`config.mk`:
```
export PLATFORM = sky130hd
export DESIGN_NAME = m_dmx_stream
export DESIGN_NICKNAME = d
export VERILOG_FILES = /design/src/rtl/m_dmx_stream.sv
export SDC_FILE = /design/constraint.sdc
export NUM_CORES = 1
export LEC_CHECK = 0
export BUFFER_PORTS_ARGS = -buffer_cell sky130_fd_sc_hd__buf_2
export CAP_MARGIN = 20
export CORE_MARGIN = 5
export CORE_UTILIZATION = 41
export CTS_BUF_LIST = sky130_fd_sc_hd__clkbuf_16
export DETAILED_ROUTE_END_ITERATION = 8
export PLACE_DENSITY = 0.84
export SETUP_SLACK_MARGIN = 0.15
export SYNTH_ARGS = -nofsm -noshare
export SYNTH_HDL_FRONTEND = slang
export SYNTH_SLANG_ARGS = --single-unit
```
`constraint.sdc`:
```
create_clock -name clk -period 1.55 [get_ports clk]
set_input_delay 0.31 -clock clk [delete_from_list [all_inputs] [get_ports clk]]
set_output_delay 0.31 -clock clk [all_outputs]
set_load 0.02 [all_outputs]
```
`src/rtl/m_dmx_stream.sv`:
```
// m_dmx_stream: registered 1-to-N packet demultiplexer with valid/ready.
// The destination is latched on the first beat of each packet. Packets that
// name a non-existent port are swallowed and counted in drop_cnt.
//
//   state  | meaning
//   -------+------------------------------------------------------------
//   IDLE   | waiting for the first beat of a packet
//   PKT    | mid-packet, beats routed to the latched sel_q
//   DROP   | mid-packet with illegal select, beats discarded
module m_dmx_stream #(
  parameter int DW = 32,
  parameter int N  = 4,
  parameter int SW = $clog2(N),
  parameter int CW = 16
) (
  input  logic          clk,
  input  logic          rst,
  input  logic          in_valid,
  output logic          in_ready,
  input  logic [DW-1:0] in_data,
  input  logic          in_last,
  input  logic [SW-1:0] in_sel,
  output logic [N-1:0]  out_valid,
  input  logic [N-1:0]  out_ready,
  output logic [DW-1:0] out_data,
  output logic          out_last,
  output logic [CW-1:0] drop_cnt,
  output logic          busy
);

  typedef enum logic [1:0] {
    S_IDLE,
    S_PKT,
    S_DROP
  } state_t;

  // One extra bit so the compare still works when N is a power of two.
  localparam logic [SW:0] NUM_PORTS = (SW + 1)'(N);

  state_t        state_q, state_d;
  logic [SW-1:0] sel_q, sel_d;
  logic [SW-1:0] dest_q, dest_d;
  logic [DW-1:0] data_q, data_d;
  logic          last_q, last_d;
  logic          vld_q, vld_d;
  logic [CW-1:0] drop_cnt_q, drop_cnt_d;

  logic drain;
  logic hs;
  logic sel_ok;
  logic load;
  logic drop_first;

  // Handshake qualifiers; DROP never waits on the output side.
  always_comb begin
    drain      = vld_q && out_ready[dest_q];
    in_ready   = (state_q == S_DROP) ? 1'b1 : (!vld_q || drain);
    hs         = in_valid && in_ready;
    sel_ok     = ({1'b0, in_sel} < NUM_PORTS);
    load       = hs && ((state_q == S_PKT) || ((state_q == S_IDLE) && sel_ok));
    drop_first = hs && (state_q == S_IDLE) && !sel_ok;
  end

  // Next-state for the packet FSM, output register and drop counter.
  always_comb begin
    state_d    = state_q;
    sel_d      = sel_q;
    dest_d     = dest_q;
    data_d     = data_q;
    last_d     = last_q;
    vld_d      = vld_q;
    drop_cnt_d = drop_cnt_q;

    case (state_q)
      S_IDLE: begin
        if (hs) begin
          if (sel_ok) begin
            sel_d = in_sel;
            if (!in_last) state_d = S_PKT;
          end else if (!in_last) begin
            state_d = S_DROP;
          end
        end
      end
      S_PKT, S_DROP: begin
        if (hs && in_last) state_d = S_IDLE;
      end
      default: state_d = S_IDLE;
    endcase

    if (load) begin
      data_d = in_data;
      last_d = in_last;
      dest_d = (state_q == S_PKT) ? sel_q : in_sel;
      vld_d  = 1'b1;
    end else if (drain) begin
      vld_d = 1'b0;
    end

    if (drop_first && (drop_cnt_q != {CW{1'b1}})) begin
      drop_cnt_d = drop_cnt_q + CW'(1);
    end
  end

  // State and output registers.
  always_ff @(posedge clk) begin
    if (rst) begin
      state_q    <= S_IDLE;
      sel_q      <= '0;
      dest_q     <= '0;
      data_q     <= '0;
      last_q     <= 1'b0;
      vld_q      <= 1'b0;
      drop_cnt_q <= '0;
    end else begin
      state_q    <= state_d;
      sel_q      <= sel_d;
      dest_q     <= dest_d;
      data_q     <= data_d;
      last_q     <= last_d;
      vld_q      <= vld_d;
      drop_cnt_q <= drop_cnt_d;
    end
  end

  // One-hot port valid decoded from the held destination.
  always_comb begin
    out_valid = '0;
    for (int i = 0; i < N; i++) begin
      out_valid[i] = vld_q && (dest_q == SW'(i));
    end
    out_data = data_q;
    out_last = last_q;
    drop_cnt = drop_cnt_q;
    busy     = (state_q != S_IDLE) || vld_q;
  end

endmodule

```
Word-level counts from Yosys, hierarchy flattened --
Cells that the tools add are included.
Cells by class: $lt $le $gt $ge 1, eq/ne operators 8, mux-type cells 10, reductions and logical operators 19
Operators with widths (number):
- 1-bit logical AND | 8
- 2-bit 2-to-1 mux | 4
- 2-bit equality test, second input constant | 3
- 2-bit != test, second input constant | 3
- 2-bit by 1-bit equality test with 1-bit output, second input constant | 2
- 2-bit logical NOT | 2
- 1-bit 2-to-1 mux | 4
- 2-bit case mux with 2 select lines | 1
- 2-bit nonzero test | 2
- 1-bit logical OR | 3
- 2-bit by 3-bit < comparator with 1-bit output, second input constant | 1
- 3-bit AND reduction | 1
- 1-bit binary-select mux with 2-bit select | 1
- 2-bit AND reduction | 1
- 2-bit OR reduction | 1
- 1-bit logical NOT | 1
Word-level totals: flip-flop bits (word level) 40

Longest topological paths before layout --
Gate-level depths: netlist of the first run.
depth after elaboration 9, gate-level depth with buffers 4, mapped depth without buffers 3

Worst setup path before layout of the first run --
OpenSTA, ideal clock, no wires.
path kind register to register, start register dest_q[0], end register state_q[0], library setup time 0.121 ns, arrival 1.456 ns, slack -0.027 ns, stages on the path, launching flop included 4, path buffers 0, cell sequence dfxtp_1 -> mux2i_1 -> a221oi_4 -> mux2_4
On the way: cells in the longest elaborated chain, start to end 9, elaborated cells on any way between the ends 10
Ends and longest elaborated chain:
- start, declared | line 42 | logic [SW-1:0] dest_q, dest_d;
- start signal, assigned | line 118 | dest_q <= dest_d;
- 1-bit binary-select mux with 2-bit select (*) | line 56 | drain = vld_q && out_ready[dest_q];
- 1-bit 2-to-1 mux (not written as such) (*) | line 56
- 1-bit logical AND (*) | line 56
- 1-bit logical OR (*) | line 57 | in_ready = (state_q == S_DROP) ? 1'b1 : (!vld_q || drain);
- 1-bit 2-to-1 mux (*) | line 57
- 1-bit logical AND (*) | line 58 | hs = in_valid && in_ready;
- 1-bit logical AND | line 86 | if (hs && in_last) state_d = S_IDLE;
- 2-bit != test (no line)
- 3-bit AND reduction (no line) (*)
- end signal, assigned | line 116 | state_q <= state_d;
- end, declared | line 40 | state_t state_q, state_d;
Mark *: on every way between the ends. The rest lies on a longest branch, timed or not. The select of a mux whose other input is x is not followed. A chain may end at the register's enable or synchronous reset.

Worst setup path in the final report of the first run --
start register dest_q[0], end output in_ready
On the way: cells in the longest elaborated chain, start to end 5
Ends and longest elaborated chain:
- 1-bit binary-select mux with 2-bit select | line 56
- 1-bit 2-to-1 mux (not written as such) | line 56
- 1-bit logical AND | line 56
- 1-bit logical OR | line 57
- 1-bit 2-to-1 mux | line 57
- end, declared | line 19 | output logic in_ready,
No other way between the ends. The select of a mux whose other input is x is not followed.

==> flow_metrics.env, run 1 <==
export IMPL_nets=333
export IMPL_synth_edff_count=0
export IMPL_htree_levels=2
export IMPL_finalHoldViolCount=0
export IMPL_r2r_cells=5
export IMPL_synth_xor_xnor_area_share_pct=0
export IMPL_synth_cells=199
export IMPL_layout_commonest_cell="buf_2"
export IMPL_layout_common_cells="buf_2 (74), nand2b_1 (71), mux2i_1 (37)"
export IMPL_clockRootBuffer="clkbuf_16"
export IMPL_tns_ns=-0.106
export IMPL_grt_ovfl_total=0
export IMPL_place_congestion=0.725
export IMPL_yosysWarningCount=0
export IMPL_max_freq_mhz=636
export IMPL_slew_viol_final=0
export IMPL_crit_path_max_incr_delay_ns=0.40
export IMPL_power_density_nw_per_um2=961
export IMPL_seq_area_frac_synth_pct=39.2
export IMPL_setup_viol=8
export IMPL_fin_skew_ns=0.00240
export IMPL_holdBufCountCts=0
export IMPL_crit_path_start_kind="flop"
export IMPL_clk_pin_slew_worst_paths_ns=0.05
export IMPL_leakagePower_nw=1.37
export IMPL_tritoncts="built"
export IMPL_antenna_found_initial=0
export IMPL_grt_max_degree=78
export IMPL_grt_pass1_wl_um=6730
export IMPL_ioPinCount=97
export IMPL_violations="negative setup slack"
export IMPL_via_per_inst=4.41
export IMPL_post_route_period_util_pct=102
export IMPL_critical_path_class="reg2out"
export IMPL_worst_slack_ns=-0.0233
export IMPL_rsz0062_at_grt="true"
export IMPL_port_buffers=80
export IMPL_drv_cap=0
export IMPL_numCtsBuffers=5
export IMPL_drt_pass1_iter_count=3
export IMPL_grt_pass1_vias=1551
export IMPL_drive_gt1_share_pct=39.7
export IMPL_drc=0
export IMPL_min_period_ns=1.57
export IMPL_synth_avg_cell_area_um2=10.0
export IMPL_coreArea_um2=4720
export IMPL_die_width_um=79.7
export IMPL_hold_path_class="in2reg"
export IMPL_synth_compound_area_share_pct=2.89
export IMPL_fp_dieH_um=79.7
export IMPL_rows=25
export IMPL_ant_nets=0
export IMPL_vias=1583
export IMPL_synth_mux_area_share_pct=21.5
export IMPL_dp_hpwl_um=2920
export IMPL_ys_flop_type="dfxtp_1"
export IMPL_whs_path_depth=3
export IMPL_clockBufferDepth=2
export IMPL_clock_latency_ns=0.27
export IMPL_synth_top_family_by_area="simple AND/OR/NAND/NOR gates"
export IMPL_synth_distinct_cells=22
export IMPL_drtIter0Drc=58
export IMPL_area_growth_pct=41.1
export IMPL_grt_use_total_pct=13.3
export IMPL_syn_area_um2=1990
export IMPL_clock_sinks=39
export IMPL_critPathSlowestCell="dfxtp_4"
export IMPL_status="complete, but fails checks"
export IMPL_initial_core_util_pct=42.1
export IMPL_num_antenna_cells=0
export IMPL_wl_per_cell_um=12.9
export IMPL_synth_seq_cells=39
export IMPL_die_area_um2=6340
export IMPL_cp_end_kind="primary output"
export IMPL_synthArstFlopShare_pct=0
export IMPL_synthSimpleGateAreaFrac_pct=26.2
export IMPL_cp_max_fo=7
export IMPL_ir_drop_mv=0.487
export IMPL_cp_required_ns=1.24
export IMPL_crit_chain="mux2i_4 > a22oi_2 > buf_6"
export IMPL_final_util_pct=59.4
export IMPL_critical_path_arrival_ns=1.26
export IMPL_wirelength_um=4630
export IMPL_synth_adder_area_share_pct=0
[cell type report]
| class | instances | area (um^2) |
|---|---|---|
| fillers | 399 | 1920 |
| clock inverters | 3 | 11.3 |
| flip-flops and latches | 39 | 793 |
| multi-input cells | 147 | 1120 |
| repair buffers | 97 | 674 |
| well taps | 67 | 83.8 |
| inverters | 1 | 3.75 |
| clock buffers | 5 | 125 |
[cell families after synthesis]
family | count (synthesis)
compound gates | 5
buf+inv | 28
flops | 39
mux | 42
other cells | 1
simple gates | 84
[registers in the layout, summed over array words and instances, names as in the netlist]
signal and cells:
out_data 32, dest_q 2, out_last 1, vld_q 1, sel_q 2, state_q 1
[layer usage]
metal | GRT usage (%) | vias to the layer above | routed length, um
li1 | - | 797 | -
met1 | 14.2 | 725 | 1940
met2 | 24.1 | 57 | 2300
met3 | 4.85 | 4 | 348
met4 | 4.12 | 0 | 40
met5 | 0 | - | 0
[metrics by stage]
step,total power (W),setup slack [ns],instances,hold slack (ns),area (um^2)
2_1_floorplan,0.00153,0.0393,214,0.448,2050
3_3_place_gp,0.00165,0.0787,338,0.455,2400
3_5_place_dp,0.00166,0.00622,338,0.463,2400
4_1_cts,0.00265,-0.00358,350,0.286,2630
5_1_grt,0.00284,-0.0840,359,0.295,2810
6_report,0.00270,-0.0233,359,0.291,2810
[report_power, final]
part	leakage, nW	internal (W)	switching, W
clock	0.0701	0.000578	0.000362
sequential	0.324	0.00108	0.0000452
combinational	0.971	0.000315	0.000320
total	1.37	0.00197	0.000728
[timing repair]
action                                 in CTS  in global routing
cloned                                      0                  4
endpoints found under the hold margin       0                  0
setup endpoints to repair                  41                 44
setup buffers                               4                  5
pin swaps                                   4                  3
resized for setup                          20                 15
[final timing paths]
kind                                 start                         to  slack (ns)
hold reg to reg   out_data[0]$_SDFFE_PP0P_   out_data[0]$_SDFFE_PP0P_        0.47
hold / removal                 in_data[20]  out_data[20]$_SDFFE_PP0P_        0.29
setup / recovery    dest_q[0]$_SDFFE_PP0P_                   in_ready       -0.02
setup reg to reg    dest_q[0]$_SDFFE_PP0P_  out_data[23]$_SDFFE_PP0P_       -0.02
[critical path: cells and delay by family, from the launching register on]
kind | cells | cell delay (ns)
compound gates | 1 | 0.14
buf+inv | 1 | 0.15
flops | 1 | 0.40
mux | 1 | 0.30
[synthesized netlist by cell type (2+ instances only)]
master | instances | area [um^2]
nor2b_1 | 4 | 25.0
mux2i_1 | 39 | 390
mux2_2 | 2 | 22.5
buf_8 | 3 | 45.0
and2b_1 | 2 | 15.0
dfxtp_1 | 39 | 781
buf_4 | 16 | 120
nand2b_1 | 71 | 444
nor2_1 | 3 | 11.3
clkbuf_1 | 8 | 30.0
Power figures use the tool's default switching activity.
==> inputs of run 2 (changes only) <==
--- a/config.mk
+++ b/config.mk
@@ -12,5 +12,5 @@
 export CTS_BUF_LIST = sky130_fd_sc_hd__clkbuf_16
 export DETAILED_ROUTE_END_ITERATION = 8
-export PLACE_DENSITY = 0.84
+export PLACE_DENSITY_LB_ADDON = 0.12
 export SETUP_SLACK_MARGIN = 0.15
 export SYNTH_ARGS = -nofsm -noshare
==> constraint.sdc (replaced) <==
create_clock -name clk -period 1.55 [get_ports clk]
set_input_delay 0.0775 -clock clk [delete_from_list [all_inputs] [get_ports clk]]
set_output_delay 0.0775 -clock clk [all_outputs]
set_load 0.02 [all_outputs]
==> run 2 against run 1 <==
Effect of this change: the run now ends clean; clock power is 19% higher; sequential power barely moved; global-route usage rose by 0.24 points; clock skew increased by 0.0024 ns; die area unchanged; cell count fell by 1.7%; flip-flop and latch count stayed put; utilization down 2.8 points; hold slack got worse by 0.24 ns; power is 4.2% higher; critical path type is now reg2reg; largest power group unchanged.
==> flow_metrics.env, run 2 (synthesized netlist as in run 1, its figures left out) <==
export IMPL_grt_use_total_pct=13.5
export IMPL_port_buffers=80
export IMPL_worst_path_most_repeated_cell="buf_12"
export IMPL_whs_ns=0.0546
export IMPL_area_growth_pct=34.5
export IMPL_die_width_um=79.7
export IMPL_drv_cap=0
export IMPL_final_util_pct=56.7
export IMPL_drive_gt1_share_pct=38.1
export IMPL_coreArea_um2=4720
export IMPL_max_freq_mhz=683
export IMPL_status="finished clean"
export IMPL_whs_path_depth=3
export IMPL_wl_met1_um=1810
export IMPL_clk_pin_slew_worst_paths_ns=0.06
export IMPL_crit_chain="mux2i_4 > a221oi_4 > buf_12 > buf_12 > mux2i_1"
export IMPL_rsz0062_at_grt="true"
export IMPL_crit_path_start_kind="flop"
export IMPL_initial_core_util_pct=42.1
export IMPL_wirelength_um=4200
export IMPL_clock_sinks=39
export IMPL_wl_per_cell_um=11.9
export IMPL_cp_num_cells=5
export IMPL_rrSetupSlack_ns=0.09
export IMPL_power_density_nw_per_um2=1050
export IMPL_cp_max_fo=9
export IMPL_crit_family="multiplexers"
export IMPL_ioPinCount=97
export IMPL_clockRootBuffer="clkbuf_16"
export IMPL_fp_dieH_um=79.7
export IMPL_cp_required_ns=1.75
export IMPL_r2r_cells=5
export IMPL_met3_length_um=396
export IMPL_layout_commonest_cell="buf_2"
export IMPL_met2_length_um=1970
export IMPL_leakagePower_nw=1.31
export IMPL_hold_path_class="in2reg"
export IMPL_nets=327
export IMPL_clockBufferDepth=2
export IMPL_largest_reg_flops=32
export IMPL_grt_max_degree=29
export IMPL_setup_viol=0
export IMPL_r2r_end="out_data[18]$_SDFFE_PP0P_"
export IMPL_worstHoldStart="in_data[7]"
export IMPL_htree_levels=2
export IMPL_finalPower_w=0.00281
export IMPL_ant_nets=0
export IMPL_finalHoldViolCount=0
export IMPL_fin_skew_ns=0.00483
export IMPL_tns_ns=0
export IMPL_antenna_found_initial=0
export IMPL_layout_common_cells="buf_2 (79), nand2b_1 (71), mux2i_1 (37), dfxtp_1 (37), conb_1 (16)"
export IMPL_min_period_ns=1.46
export IMPL_num_antenna_cells=0
export IMPL_highest_layer="met4"
export IMPL_drc=0
export IMPL_clock_latency_ns=0.28
export IMPL_die_area_um2=6340
export IMPL_drtIter0Drc=44
export IMPL_cp_end_kind="flop"
export IMPL_critPathSlowestCell="dfxtp_4"
export IMPL_critical_path_arrival_ns=1.67
export IMPL_numCtsBuffers=5
export IMPL_dp_hpwl_um=3080
export IMPL_drt_pass1_iter_count=4
export IMPL_slew_viol_final=0
export IMPL_via_per_inst=4.32
export IMPL_ir_drop_mv=0.618
export IMPL_tritoncts="built"
export IMPL_crit_buf_inv=2
export IMPL_rr_startpoint="dest_q[0]$_SDFFE_PP0P_"
export IMPL_crit_path_max_incr_delay_ns=0.37
export IMPL_vias=1526
export IMPL_min_to="out_data[7]$_SDFFE_PP0P_"
export IMPL_grt_ovfl_total=0
export IMPL_grt_pass1_vias=1476
export IMPL_rows=25
export IMPL_place_congestion=0.724
export IMPL_grt_pass1_wl_um=6790
export IMPL_post_route_period_util_pct=94.5
export IMPL_critical_path_class="reg2reg"
## run 2: cell count changes in the layout (fill, tap and decap cells not counted), moves of 2 or more
| cell | before | now |
|---|---|---|
| clkbuf_16 | 8 | 5 |
| buf_2 | 74 | 79 |
| dfxtp_4 | 3 | 1 |
| dfxtp_1 | 35 | 37 |
| buf_6 | 9 | 1 |
## run 2: power breakdown
part	switching [W]	leakage, nW	internal (W)
Combinational	0.000297	0.908	0.000265
Clock	0.000375	0.0812	0.000750
Sequential	0.0000455	0.322	0.00108
## run 2: layout make-up
type	count	area [um^2]
multi-input combinational	147	1100
fill	434	2050
clock buffer	5	125
tap	67	83.8
inverter	1	3.75
sequential	39	786
clock inverter	3	38.8
timing repair buffer	91	534
## run 2: how the worst max path moves through the flow
| stage | startpoint | end | slack [ns] |
|---|---|---|---|
| after global routing | dest_q[0]$_SDFFE_PP0P_ | out_data[0]$_SDFFE_PP0P_ | 0.01 |
| after floorplan | dest_q[0]$_SDFFE_PP0P_ | state_q[0]$_SDFFE_PP0P_ | 0.04 |
| after CTS | dest_q[0]$_SDFFE_PP0P_ | out_data[18]$_SDFFE_PP0P_ | 0.08 |
| after detailed placement | dest_q[1]$_SDFFE_PP0P_ | out_data[19]$_SDFFE_PP0P_ | 0.03 |
| final | dest_q[0]$_SDFFE_PP0P_ | out_data[18]$_SDFFE_PP0P_ | 0.09 |
| after global placement | dest_q[1]$_SDFFE_PP0P_ | out_data[21]$_SDFFE_PP0P_ | 0.06 |
## run 2: per-layer routing
layer,track usage [%],up-vias
met2,21.7,54
met4,3.78,0
met5,0,-
met3,5.98,4
met1,16.3,678
li1,-,790
## run 2: metrics by stage
stage | cell area, um^2 | worst slack, ns | instances
after global placement | 2400 | 0.0603 | 342
after floorplan | 2050 | 0.0393 | 214
after CTS | 2660 | 0.0769 | 353
final | 2680 | 0.0859 | 353
after detailed placement | 2400 | 0.0335 | 342
after global routing | 2680 | 0.0102 | 353
## run 2: worst register-to-register path, cell delays in order, from the launching register on
cell	delay [ns]
dfxtp_4	0.37
mux2i_4	0.21
a221oi_4	0.32
buf_12	0.17
buf_12	0.14
mux2i_1	0.20
## run 2: repair_timing
action	CTS	global route
endpoints found under the setup margin	38	39
pin swaps	1	2
resized for setup	14	6
buffers inserted	2	0
hold buffers	0	0
cloned	1	0
